## config.mk

```make
export PLATFORM = sky130hd
export DESIGN_NAME = counter_mode_sequencer
export DESIGN_NICKNAME = d
export VERILOG_FILES = /design/src/rtl/counter_mode_sequencer.sv
export SDC_FILE = /design/constraint.sdc
export NUM_CORES = 1
export LEC_CHECK = 0
export ABC_AREA = 1
export CAP_MARGIN = 20
export CORE_MARGIN = 2
export CORE_UTILIZATION = 35
export CTS_CLUSTER_DIAMETER = 200
export DETAILED_ROUTE_END_ITERATION = 6
export GPL_TIMING_DRIVEN = 0
export PLACE_DENSITY = 0.52
export SLEW_MARGIN = 20
export SYNTH_ARGS = -nofsm -noshare
export SYNTH_HDL_FRONTEND = slang
export SYNTH_SLANG_ARGS = --single-unit
```

## constraint.sdc

```tcl
create_clock -name clk -period 4.59 [get_ports clk]
set_clock_uncertainty 0.2 [all_clocks]
set_input_delay 0.459 -clock clk [delete_from_list [all_inputs] [get_ports clk]]
set_output_delay 0.459 -clock clk [all_outputs]
set_load 0.05 [all_outputs]
```

## src/rtl/counter_mode_sequencer.sv

```systemverilog
// Step sequencer that drives the enable and mode inputs of a universal_counter.
// A small table of {mode, duration, last} steps is played back-to-back with no
// gap cycles, optionally looping, with busy/done/aborted status. All outputs
// are registered; reset is synchronous and active-low.
module counter_mode_sequencer #(
  parameter int NUM_STEPS = 4,
  parameter int STEP_AW   = 2,
  parameter int DUR_W     = 8
) (
  input  logic               clk,
  input  logic               rst,
  input  logic               cfg_we,
  input  logic [STEP_AW-1:0] cfg_addr,
  input  logic [1:0]         cfg_mode,
  input  logic [DUR_W-1:0]   cfg_dur,
  input  logic               cfg_last,
  input  logic               start,
  input  logic               abort,
  input  logic               loop_en,
  output logic               cnt_enable,
  output logic [1:0]         cnt_mode,
  output logic               busy,
  output logic               done,
  output logic               aborted,
  output logic [STEP_AW-1:0] step_idx,
  output logic [DUR_W-1:0]   remaining
);

  typedef enum logic [0:0] {
    ST_IDLE = 1'b0,
    ST_RUN  = 1'b1
  } state_e;

  state_e               state_q, state_d;
  logic                 cnt_enable_q, cnt_enable_d;
  logic [1:0]           cnt_mode_q, cnt_mode_d;
  logic                 busy_q, busy_d;
  logic                 done_q, done_d;
  logic                 aborted_q, aborted_d;
  logic [STEP_AW-1:0]   step_idx_q, step_idx_d;
  logic [DUR_W-1:0]     remaining_q, remaining_d;

  // Step table; frozen while a program is running.
  logic [1:0]           tbl_mode_q [NUM_STEPS];
  logic [DUR_W-1:0]     tbl_dur_q  [NUM_STEPS];
  logic [NUM_STEPS-1:0] tbl_last_q;

  logic                 tbl_we_s;
  logic                 end_step_s;
  logic [STEP_AW-1:0]   next_idx_s;

  assign tbl_we_s   = cfg_we && (state_q == ST_IDLE);
  // The last table slot always ends the program even without its last flag.
  assign end_step_s = tbl_last_q[step_idx_q] || (step_idx_q == STEP_AW'(NUM_STEPS - 1));
  assign next_idx_s = step_idx_q + STEP_AW'(1);

  // Table storage: cleared on reset, written only while idle.
  always_ff @(posedge clk) begin
    if (!rst) begin
      for (int i = 0; i < NUM_STEPS; i++) begin
        tbl_mode_q[i] <= 2'b00;
        tbl_dur_q[i]  <= {DUR_W{1'b0}};
      end
      tbl_last_q <= {NUM_STEPS{1'b0}};
    end else if (tbl_we_s) begin
      tbl_mode_q[cfg_addr] <= cfg_mode;
      tbl_dur_q[cfg_addr]  <= cfg_dur;
      tbl_last_q[cfg_addr] <= cfg_last;
    end
  end

  // FSM and registered output state.
  always_ff @(posedge clk) begin
    if (!rst) begin
      state_q      <= ST_IDLE;
      cnt_enable_q <= 1'b0;
      cnt_mode_q   <= 2'b00;
      busy_q       <= 1'b0;
      done_q       <= 1'b0;
      aborted_q    <= 1'b0;
      step_idx_q   <= {STEP_AW{1'b0}};
      remaining_q  <= {DUR_W{1'b0}};
    end else begin
      state_q      <= state_d;
      cnt_enable_q <= cnt_enable_d;
      cnt_mode_q   <= cnt_mode_d;
      busy_q       <= busy_d;
      done_q       <= done_d;
      aborted_q    <= aborted_d;
      step_idx_q   <= step_idx_d;
      remaining_q  <= remaining_d;
    end
  end

  // Next-state and next-output logic; pulses default low, index/count hold.
  always_comb begin
    state_d      = state_q;
    cnt_enable_d = cnt_enable_q;
    cnt_mode_d   = cnt_mode_q;
    busy_d       = busy_q;
    done_d       = 1'b0;
    aborted_d    = 1'b0;
    step_idx_d   = step_idx_q;
    remaining_d  = remaining_q;
    case (state_q)
      ST_IDLE: begin
        cnt_enable_d = 1'b0;
        cnt_mode_d   = 2'b00;
        busy_d       = 1'b0;
        if (start && !abort) begin
          state_d      = ST_RUN;
          step_idx_d   = {STEP_AW{1'b0}};
          remaining_d  = tbl_dur_q[0];
          cnt_mode_d   = tbl_mode_q[0];
          cnt_enable_d = 1'b1;
          busy_d       = 1'b1;
        end else begin
          state_d = ST_IDLE;
        end
      end
      ST_RUN: begin
        if (abort) begin
          state_d      = ST_IDLE;
          cnt_enable_d = 1'b0;
          cnt_mode_d   = 2'b00;
          busy_d       = 1'b0;
          aborted_d    = 1'b1;
        end else if (remaining_q == DUR_W'(1)) begin
          if (!end_step_s) begin
            step_idx_d  = next_idx_s;
            remaining_d = tbl_dur_q[next_idx_s];
            cnt_mode_d  = tbl_mode_q[next_idx_s];
          end else if (loop_en) begin
            step_idx_d  = {STEP_AW{1'b0}};
            remaining_d = tbl_dur_q[0];
            cnt_mode_d  = tbl_mode_q[0];
          end else begin
            state_d      = ST_IDLE;
            cnt_enable_d = 1'b0;
            cnt_mode_d   = 2'b00;
            busy_d       = 1'b0;
            done_d       = 1'b1;
          end
        end else begin
          // A loaded 0 wraps here, giving a full 2^DUR_W-cycle step.
          remaining_d = remaining_q - DUR_W'(1);
        end
      end
      default: begin
        state_d      = ST_IDLE;
        cnt_enable_d = 1'b0;
        cnt_mode_d   = 2'b00;
        busy_d       = 1'b0;
      end
    endcase
  end

  assign cnt_enable = cnt_enable_q;
  assign cnt_mode   = cnt_mode_q;
  assign busy       = busy_q;
  assign done       = done_q;
  assign aborted    = aborted_q;
  assign step_idx   = step_idx_q;
  assign remaining  = remaining_q;

endmodule

```

==> run_results.csv <==
group,metric,value,unit
status,status,"completed",
floorplanning,core,9110,µm²
drt,viasPerCell,4.56,
critical_path,path_buf_inv,4,
timing,finalHoldViolCount,0,
power,power.switching,372,µW
timing,fmax,421,MHz
clock_tree,cts_setup_buffers,0,
floorplanning,start_util,35.5,%
clock_tree,cts_made_buffers,9,
drt,wl_per_cell,12.7,µm
drt,ant_nets,0,
floorplanning,rows,35,
layout,multi_input_area,1330,µm²
layout,antennaDiodeCount,0,
critical_path,cp-end-kind,"register",
yosys,synthTopCellsByCount,"nand2_1, nor2_1, inv_1, edfxtp_1, nand3_1",
timing,tns,0,ns
global_routing,grt_max_degree,12,
timing,grt_setup_unrepaired,"no",
place,dpl_cell_area,3710,µm²
power,pwr-share-comb,17.2,%
critical_path,start_kind,"register",
yosys,syn_inst,434,
place,gp_congestion,0.763,
critical_path,crit_arrival,2.15,ns
layout,syn_to_final_growth,21.3,%
global_routing,grt_pass1_wl,13000,µm
yosys,yosysSeqAreaShare,49.6,%
timing,timing.slew.headroom,47.4,%
global_routing,first_global_vias,2633,
layout,drive_gt1_share,8.06,%
critical_path,cp_max_fo,10,
critical_path,crit_family,"simple AND/OR/NAND/NOR gates",
layout,design_area,3920,µm²
clock_tree,ctsResizeCount,0,
power,leakagePower,0.00166,µW
global_routing,grt_usage,16.6,%
clock_tree,clk_root_buffer_cell,"clkbuf_8",
floorplanning,die_area,10000,µm²
yosys,synth_edf_count,40,
yosys,netlist.area_leader.share,37.2,%
yosys,yosysUniqueCellTypes,29,
power,clkPwrFrac,37.2,%
layout,final_cells,595,
clock_tree,cts_buffer_depth,2,
clock_tree,cts_tree,"yes",
layout,ff_latch_area,1600,µm²
hold_path,worstHoldPathType,"reg -> reg",
floorplanning,chipWidth,100,µm
power,swShare,27.3,%
clock_tree,cts_num_sinks,60,
drt,dr.pass1.iters,4,
yosys,avgSynthCellArea,7.45,µm²
floorplanning,top_level_ports,35,
drt,wirelength,7550,µm
drt,drc,0,
yosys,synth_top_cell_by_area,"edfxtp_1",
global_routing,antenna_found_initial,0,
timing,slew_violations,0,
clock_tree,cts_hold_buf,0,
place,numPlacedInstances,579,
yosys,synth_seq_cells,60,
power,p_per_area,348,nW/µm²
floorplanning,die_height,100,µm
job,cap_violations,0,
yosys,async_flop_share,0,%
timing,min_period,2.38,ns
yosys,yosysWarnings,0,
critical_path,worstPathCellList,"inv_2 -> buf_2 -> nand2_1 -> nor3_1 -> inv_1 -> clkbuf_1 -> nand2_1",
yosys,syn-num-nets,456,
layout,fillers,961,
timing,whs,0.263,ns
place,port_buffers,34,
yosys,synth_ff_type,"edfxtp_1",
clock_tree,clkTransAtPathRegs,0.07,ns
yosys,netlist_area,3230,µm²
timing,setup_viol,0,
critical_path,cpMostUsedCell,"nand2_1",
yosys,yosys.cell_count.top_type,"nand2_1",
clock_tree,clk_latency,0.33,ns
place,dp_hpwl,5950,µm
critical_path,crit_required,4.36,ns
critical_path,slowest_stage,"nand2_1",
power,power,1360,µW
critical_path,path_class,"reg -> reg",
timing,fin_crit_sh,51.7,%
drt,vias,2712,
power,cell_internal_pwr,992,µW
yosys,synth_area_leaders,"edfxtp_1, nand2_1, dfxtp_1, nor2_1, inv_1",
global_routing,gr-total-overflow,0,
clock_tree,htreeDepth,3,
power,power_frac_seq,45.6,%
layout,fin_nets,501,
drt,drtIter0Drc,132,
timing,worst_slew_pin_slew,0.788,ns
critical_path,max_stage_delay,0.40,ns
power,worst_ir_drop_vdd,0.000208,V
-- metal layers --
layer / track usage, % / share of wire [%] / up-vias / wire length [µm]
met1: 22.4 / 49 / 1200 / 3730
met3: 3.41 / 4.0 / 9 / 299
li1: - / - / 1446 / -
met4: 4.85 / 1.3 / 0 / 95
met5: 0 / 0 / - / 0
met2: 26.9 / 45 / 57 / 3430
-- cell type report --
class	instances	area share, %
buffer	16	1.92
clock buffer	11	3.35
clock inverter	5	1.98
inverter	61	5.84
multi-input combinational	297	33.8
sequential	60	40.9
tap	111	3.54
timing repair buffer	34	8.68
-- state kept, by name, indices dropped and copies added (netlist names) --
signal,cells
step_idx,2
tbl_mode_q,8
aborted,1
tbl_dur_q,32
cnt_mode,2
state_q,1
done,1
busy,1
remaining,8
tbl_last_q,4
-- worst paths after layout --
kind | startpoint | to | slack, ns | cells after the start
worst max-delay path | state_q | tbl_dur_q[0][3] | 2.21 | 7
worst min-delay path | tbl_last_q[3] | tbl_last_q[3] | 0.26 | 2
worst max register to register | state_q | tbl_dur_q[0][3] | 2.21 | 7
worst min register to register | tbl_last_q[3] | tbl_last_q[3] | 0.26 | 2
-- kinds of logic (layout without fill, tap and decap cells) --
logic type                 count (synthesis)  in the layout  synth area share, %
buffers and inverters                     77            127                 9.41
DFF                                       60             60                 49.6
AOI/OAI and AO/OA                         33             33                 6.00
adders and majority gates                  3              3                 1.16
xor gates and xnor gates                   3              3                0.813
and+or+nand+nor                          258            258                 33.1
-- layout by cell type (no fill, tap or decap), types with 10 or more instances in the layout --
| cell type | instances |
|---|---|
| nand2_1 | 132 |
| nor2_1 | 77 |
| inv_1 | 49 |
| edfxtp_1 | 40 |
| clkdlybuf4s50_1 | 34 |
| nand3_1 | 28 |
| dfxtp_1 | 20 |
| clkbuf_1 | 13 |
| a21oi_1 | 11 |
| inv_2 | 10 |
-- power by group through the flow --
stage	Combinational [µW]	Clock (µW)	Sequential [µW]
2_1_floorplan	143	0	652
4_1_cts	236	524	623
6_report	234	508	622
3_3_place_gp	233	0	634
3_5_place_dp	235	0	634
5_1_grt	265	546	626
-- metrics by stage --
step,utilization [%],setup WS (ns)
2_1_floorplan,-,2.44
3_3_place_gp,40.7,1.98
3_5_place_dp,40.7,1.94
4_1_cts,43.0,2.17
5_1_grt,43.0,1.94
6_report,43.0,2.21
-- worst min-delay path: cells and delay by family (launching register included) --
family | cells | cell delay (ns)
AOI/OAI and AO/OA | 1 | 0.06
buffers and inverters | 1 | 0.06
DFF | 1 | 0.30
No activity file was read; power rests on OpenSTA's default activity.
